[src/rtl/hub75_pkg.sv]
// rtl/hub75_pkg.sv - shared HUB75 column geometry, column type and fetch state encoding
package hub75_pkg;

    localparam int DEFAULT_ROTATIONAL_RES = 1024;
    localparam int DEFAULT_NUM_ROWS       = 64;
    localparam int DEFAULT_RGB_RES        = 9;

    // Bit-plane bases inside one pixel word: R0-2, G3-5, B6-8
    localparam int R_BASE = 0;
    localparam int G_BASE = 3;
    localparam int B_BASE = 6;

    typedef logic [1:0][DEFAULT_NUM_ROWS-1:0][DEFAULT_RGB_RES-1:0] column_t;

    typedef enum logic [1:0] {
        ST_IDLE,
        ST_FETCH,
        ST_PRESENT
    } state_t;

endpackage

[src/rtl/read_tag_pipe.sv]
// rtl/read_tag_pipe.sv - DEPTH-stage {valid, pixel index} delay line matching BRAM read latency
module read_tag_pipe #(
    parameter int DEPTH = 2,
    parameter int IDX_W = 6
) (
    input  logic             clk_in,
    input  logic             clr_in,
    input  logic             in_valid,
    input  logic [IDX_W-1:0] in_idx,
    output logic             out_valid,
    output logic [IDX_W-1:0] out_idx
);

    logic [DEPTH-1:0]            valid_q, valid_d;
    logic [DEPTH-1:0][IDX_W-1:0] idx_q, idx_d;

    always_comb begin
        valid_d    = valid_q;
        idx_d      = idx_q;
        valid_d[0] = in_valid;
        idx_d[0]   = in_idx;
        for (int i = 1; i < DEPTH; i++) begin
            valid_d[i] = valid_q[i-1];
            idx_d[i]   = idx_q[i-1];
        end
        if (clr_in) begin
            valid_d = '0;
        end
    end

    always_ff @(posedge clk_in) begin
        valid_q <= valid_d;
        idx_q   <= idx_d;
    end

    assign out_valid = valid_q[DEPTH-1];
    assign out_idx   = idx_q[DEPTH-1];

endmodule

[src/rtl/column_fetcher.sv]
// rtl/column_fetcher.sv - fetches one display column from frame BRAM and presents it on a valid/ready stream
module column_fetcher
    import hub75_pkg::*;
#(
    parameter int ROTATIONAL_RES = DEFAULT_ROTATIONAL_RES,
    parameter int NUM_ROWS       = DEFAULT_NUM_ROWS,
    parameter int RGB_RES        = DEFAULT_RGB_RES,
    parameter int READ_LATENCY   = 2
) (
    input  logic                                       clk_in,
    input  logic                                       rst_in,
    input  logic [$clog2(ROTATIONAL_RES)-1:0]          theta_in,
    input  logic                                       theta_valid,
    output logic [$clog2(ROTATIONAL_RES*NUM_ROWS)-1:0] mem_addr,
    input  logic [2*RGB_RES-1:0]                       mem_data,
    output logic [1:0][NUM_ROWS-1:0][RGB_RES-1:0]      column_data,
    output logic [$clog2(ROTATIONAL_RES)-1:0]          theta_out,
    output logic                                       tvalid,
    input  logic                                       tready,
    output logic                                       overrun
);

    localparam int THETA_W = $clog2(ROTATIONAL_RES);
    localparam int ADDR_W  = $clog2(ROTATIONAL_RES*NUM_ROWS);
    localparam int IDX_W   = $clog2(NUM_ROWS);
    // Power-of-two rows: the slot base is a shift and the first address issues the
    // cycle after the strobe. Otherwise the product is registered first (arm_q),
    // which delays the first address, and therefore tvalid, by one cycle.
    localparam bit ADDR_IS_SHIFT = ((NUM_ROWS & (NUM_ROWS - 1)) == 0);

    function automatic logic [ADDR_W-1:0] slot_base(input logic [THETA_W-1:0] t);
        return ADDR_W'(t) * ADDR_W'(NUM_ROWS);
    endfunction

    state_t                                 state_q, state_d;
    logic                                   tvalid_q, tvalid_d;
    logic [ADDR_W-1:0]                      mem_addr_q, mem_addr_d;
    logic [ADDR_W-1:0]                      prod_q, prod_d;
    logic                                   arm_q, arm_d;
    logic                                   issuing_q, issuing_d;
    logic [IDX_W-1:0]                       issue_cnt_q, issue_cnt_d;
    logic [THETA_W-1:0]                     theta_cur_q, theta_cur_d;
    logic [THETA_W-1:0]                     theta_out_q, theta_out_d;
    logic                                   pend_valid_q, pend_valid_d;
    logic [THETA_W-1:0]                     pend_theta_q, pend_theta_d;
    logic                                   overrun_q, overrun_d;
    logic [1:0][NUM_ROWS-1:0][RGB_RES-1:0]  col_q, col_d;

    logic                                   ret_valid;
    logic [IDX_W-1:0]                       ret_idx;
    logic                                   start;
    logic [THETA_W-1:0]                     start_theta;

    read_tag_pipe #(
        .DEPTH (READ_LATENCY),
        .IDX_W (IDX_W)
    ) u_tag_pipe (
        .clk_in    (clk_in),
        .clr_in    (rst_in),
        .in_valid  (issuing_q),
        .in_idx    (issue_cnt_q),
        .out_valid (ret_valid),
        .out_idx   (ret_idx)
    );

    always_comb begin
        state_d      = state_q;
        tvalid_d     = tvalid_q;
        mem_addr_d   = mem_addr_q;
        prod_d       = prod_q;
        arm_d        = arm_q;
        issuing_d    = issuing_q;
        issue_cnt_d  = issue_cnt_q;
        theta_cur_d  = theta_cur_q;
        theta_out_d  = theta_out_q;
        pend_valid_d = pend_valid_q;
        pend_theta_d = pend_theta_q;
        overrun_d    = overrun_q;
        col_d        = col_q;
        start        = 1'b0;
        start_theta  = theta_in;

        case (state_q)
            ST_IDLE: begin
                if (theta_valid) begin
                    start = 1'b1;
                end
            end
            ST_FETCH: begin
                if (theta_valid) begin
                    overrun_d    = overrun_q | pend_valid_q;
                    pend_valid_d = 1'b1;
                    pend_theta_d = theta_in;
                end
                if (arm_q) begin
                    mem_addr_d  = prod_q;
                    issuing_d   = 1'b1;
                    issue_cnt_d = '0;
                    arm_d       = 1'b0;
                end else if (issuing_q) begin
                    if (issue_cnt_q == IDX_W'(NUM_ROWS - 1)) begin
                        issuing_d = 1'b0;
                    end else begin
                        issue_cnt_d = issue_cnt_q + IDX_W'(1);
                        mem_addr_d  = mem_addr_q + ADDR_W'(1);
                    end
                end
                // Returns landing in a reset cycle belong to the abandoned fetch
                if (ret_valid && !rst_in) begin
                    col_d[0][ret_idx] = mem_data[RGB_RES-1:0];
                    col_d[1][ret_idx] = mem_data[2*RGB_RES-1:RGB_RES];
                    if (ret_idx == IDX_W'(NUM_ROWS - 1)) begin
                        state_d     = ST_PRESENT;
                        tvalid_d    = 1'b1;
                        theta_out_d = theta_cur_q;
                    end
                end
            end
            ST_PRESENT: begin
                if (tvalid_q && tready) begin
                    tvalid_d     = 1'b0;
                    pend_valid_d = 1'b0;
                    if (theta_valid) begin
                        start     = 1'b1;
                        overrun_d = overrun_q | pend_valid_q;
                    end else if (pend_valid_q) begin
                        start       = 1'b1;
                        start_theta = pend_theta_q;
                    end else begin
                        state_d = ST_IDLE;
                    end
                end else if (theta_valid) begin
                    overrun_d    = overrun_q | pend_valid_q;
                    pend_valid_d = 1'b1;
                    pend_theta_d = theta_in;
                end
            end
            default: begin
                state_d = ST_IDLE;
            end
        endcase

        if (start) begin
            state_d     = ST_FETCH;
            theta_cur_d = start_theta;
            if (ADDR_IS_SHIFT) begin
                mem_addr_d  = slot_base(start_theta);
                issuing_d   = 1'b1;
                issue_cnt_d = '0;
            end else begin
                prod_d = slot_base(start_theta);
                arm_d  = 1'b1;
            end
        end
    end

    always_ff @(posedge clk_in) begin
        if (rst_in) begin
            state_q      <= ST_IDLE;
            tvalid_q     <= 1'b0;
            mem_addr_q   <= '0;
            prod_q       <= '0;
            arm_q        <= 1'b0;
            issuing_q    <= 1'b0;
            issue_cnt_q  <= '0;
            theta_cur_q  <= '0;
            theta_out_q  <= '0;
            pend_valid_q <= 1'b0;
            pend_theta_q <= '0;
            overrun_q    <= 1'b0;
        end else begin
            state_q      <= state_d;
            tvalid_q     <= tvalid_d;
            mem_addr_q   <= mem_addr_d;
            prod_q       <= prod_d;
            arm_q        <= arm_d;
            issuing_q    <= issuing_d;
            issue_cnt_q  <= issue_cnt_d;
            theta_cur_q  <= theta_cur_d;
            theta_out_q  <= theta_out_d;
            pend_valid_q <= pend_valid_d;
            pend_theta_q <= pend_theta_d;
            overrun_q    <= overrun_d;
        end
    end

    always_ff @(posedge clk_in) begin
        col_q <= col_d;
    end

    assign mem_addr    = mem_addr_q;
    assign column_data = col_q;
    assign theta_out   = theta_out_q;
    assign tvalid      = tvalid_q;
    assign overrun     = overrun_q;

endmodule

[config.mk]
export PLATFORM = sky130hd
export DESIGN_NAME = column_fetcher
export DESIGN_NICKNAME = d
export VERILOG_FILES = /design/src/rtl/hub75_pkg.sv /design/src/rtl/read_tag_pipe.sv /design/src/rtl/column_fetcher.sv
export SDC_FILE = /design/constraint.sdc
export NUM_CORES = 1
export LEC_CHECK = 0
export CAP_MARGIN = 30
export CORE_AREA = 2 2 466 468
export CTS_BUF_LIST = sky130_fd_sc_hd__clkbuf_16
export CTS_CLUSTER_SIZE = 20
export DETAILED_ROUTE_END_ITERATION = 8
export DIE_AREA = 0 0 468 470
export GPL_TIMING_DRIVEN = 1
export REMOVE_ABC_BUFFERS = 1
export SLEW_MARGIN = 20
export SYNTH_ARGS = -nofsm -noshare
export SYNTH_HDL_FRONTEND = slang
export SYNTH_SLANG_ARGS = --single-unit
[constraint.sdc]
create_clock -name clk_in -period 2.9 [get_ports clk_in]
set_clock_uncertainty 0.2 [all_clocks]
set_input_delay 0.58 -clock clk_in [delete_from_list [all_inputs] [get_ports clk_in]]
set_output_delay 0.58 -clock clk_in [all_outputs]
set_load 0.02 [all_outputs]
==> out/metrics.cfg <==
[pwr]
p_comb_share_pct=2.4
pwr_density_cell_nw_per_um2=619
p_int_mw=29.5
swShare_pct=21.5
ir_drop_v=0.000565
p_clk_share_pct=46.0
p_seq_share_pct=51.6
power_leakage_nw=19.7
p_sw_mw=8.08

[timing]
rsz0062_at_grt=no
hold_ws_ns=0.0830
finalSetupViolCount=0
tightest_slew_ns=0.739
max_freq_mhz=364
worst_slack_ns=0.156
final.setup.tns_ns=0
min_period_ns=2.74
relSlewSlack_pct=50.7
period_share_pct=94.6
drv_slew=0
hold_viol_final=0

[placement]
placed_area_sq_um=56100
port_buffers=1211
hpwl_mm=109
gp_congestion=0.770
pre_cts_ws_ns=-0.246

[setup_path]
cp_cell_sequence=clkdlybuf4s50_1
r2r_slack_ns=0.52
cp_max_fo=1
critPathRequiredTime_ns=2.12
cp_num_buf_inv=1
cp.depth=1
reg2reg_depth=9
cp_slowest_cell=clkdlybuf4s50_1
path_class=reg2out
crit_arrival_ns=1.96
max_stage_delay_ns=0.67
cp_top_family=buffers and inverters
startpoint_type=flip-flop
setup.worst_path.end_class=primary output

[flow_run]
drv_cap=0

[logic_synthesis]
ys_seq_elements=1224
synth-async-reset-ratio_pct=0
ys_top_cells_by_area=edfxtp_1 (91%), dfxtp_1 (3.8%), nor2_1 (1.0%), mux2i_1 (0.55%), nand2_1 (0.51%)
postSynthCellCount=1577
ys.flop_type=edfxtp_1
syn_area_sq_um=37900
synth_edf_count=1152
synth.most_common_cell=edfxtp_1
ys_seq_area_share_pct=95.0
yosysTopAreaCell=edfxtp_1
synth_top_area_share_pct=91.2
avgSynthCellArea_sq_um=24.1
synth_common_cells=edfxtp_1 (1,152), nor2_1 (105), dfxtp_1 (72), nand2_1 (52), a21oi_1 (25)
synth_cell_types=48
synth-warning-count=0

[cells_and_area]
drive_gt1_share_pct=14.0
nFillCells=21200
fin_nets=3111
final_util_pct=28.2
stdcell_area_sq_um=60700
area_delta_synth_final_pct=60.0

[clock_tree]
cts_buffers=134
cts.root.buffer_cell=clkbuf_16
clk_pin_slew_ns=0.07
clock_latency_ns=0.80
cts_buffer_depth=3
h-tree-depth=4
cts_setup_buffers=0
cts_tree=built
cts.sinks=1224

[detailed_routing]
ant_nets=0
wl_per_cell_um=25.8
wl_met3_mm=14.3
dr.first_iter.drc_count=2297
dr_total_vias=22000
route.detailed.drc=0
routed_via_density=3.64
wl_met2_mm=78.3
dr.pass1.iters=5
drt-total-wl_mm=156
highest_layer=met4
wl_met1_mm=60.1

[die]
die_w_um=468
initial_core_util_pct=17.6
die_area_sq_um=220000
core.rowCount=171
core_sq_um=216000
die_h_um=470
pin_count=1212

[outcome]
status=finished clean

[grt]
grt_start_max_net_pins=65
antenna_found_initial=20
overflow=0
grt_pass1_vias=21900
grt_pass1_wl_mm=201
grt_use_total_pct=13.6

[worst_hold_path]
hp-class=in2reg
holdPathStages=1

[logic make-up after synthesis]
family	Yosys count	synth area share, %
multiplexers	21	0.554
XOR/XNOR	12	0.277
AND/OR/NAND/NOR	209	2.44
adder cells (fa/ha/maj)	5	0.165
AO/OA/AOI/OAI	74	1.25
buffers and inverters	32	0.340
flip-flops	1224	95.0
[flip-flops by register name, indices dropped and copies added, names as in the netlist]
name and count:
column_data 1152, issue_cnt_q 6, issuing_q 1, mem_addr 16
overrun 1, pend_theta_q 10, pend_valid_q 1, state_q 2
theta_cur_q 10, theta_out 10, tvalid 1, u_tag_pipe.idx_d 6
u_tag_pipe.out_idx 6, u_tag_pipe.valid_q 2
[area by class of cell]
cell class              instances  area [sq um]  share of cell area (%)
inverters                      10          37.5                  0.0618
repair buffers               1383         14500                    23.9
clock inverters               105          1180                    1.94
diodes                         10          25.0                  0.0412
clock buffers                 134          3350                    5.52
multi-input cells             321          2000                    3.30
flip-flops and latches       1224         36000                    59.4
well taps                    2854          3570                    5.88
[power by group through the flow]
stage / registers, mW / clock network (mW) / logic [mW]
after global placement: 19.7 / 0 / 0.913
after CTS: 19.4 / 17.8 / 0.933
after global routing: 19.4 / 18.5 / 0.952
after floorplan: 19.7 / 0 / 0.0995
after detailed placement: 19.7 / 0 / 0.918
final: 19.4 / 17.3 / 0.902
[path summary, 6_finish.rpt]
path	startpoint	to
max	column_data[261]	column_data[261]
min	mem_data[6]	column_data[15]
max reg2reg	state_q[1]	column_data[1071]
min reg2reg	u_tag_pipe.idx_d[10]	u_tag_pipe.out_idx[4]
[metrics by stage]
| stage | instances | power [mW] |
|---|---|---|
| 3_3_place_gp | 5781 | 20.7 |
| 3_5_place_dp | 5781 | 20.7 |
| 5_1_grt | 6032 | 38.8 |
| 2_1_floorplan | 1555 | 19.8 |
| 4_1_cts | 6031 | 38.1 |
| 6_report | 6041 | 37.6 |
[cells in the final DEF (no fill, tap or decap), types with 11 or more instances in the layout]
| cell | count |
|---|---|
| a21oi_1 | 25 |
| buf_12 | 91 |
| buf_4 | 88 |
| bufinv_16 | 15 |
| clkbuf_16 | 134 |
| clkdlybuf4s50_1 | 1178 |
| clkinv_1 | 21 |
| clkinv_2 | 16 |
| dfxtp_1 | 70 |
| dlygate4sd2_1 | 15 |
| dlygate4sd3_1 | 11 |
| edfxtp_1 | 1152 |
| inv_1 | 30 |
| mux2i_1 | 21 |
| nand2_1 | 52 |
| nand3_1 | 14 |
| nor2_1 | 46 |
| nor2_2 | 45 |
| nor2_4 | 16 |
| o21ai_0 | 15 |
[metal layers]
layer	up-vias	track usage [%]
li1	9223	-
met1	11200	16.0
met2	1412	23.7
met3	194	4.32
met4	0	3.74
met5	-	0
[repair_timing]
action | CTS | global route
hold buffers | 11 | 0
gates resized for setup | 17 | 0
endpoints found under the setup margin | 17 | 0
endpoints found under the hold margin | 94 | 0
(Power assumes the default switching activity.)
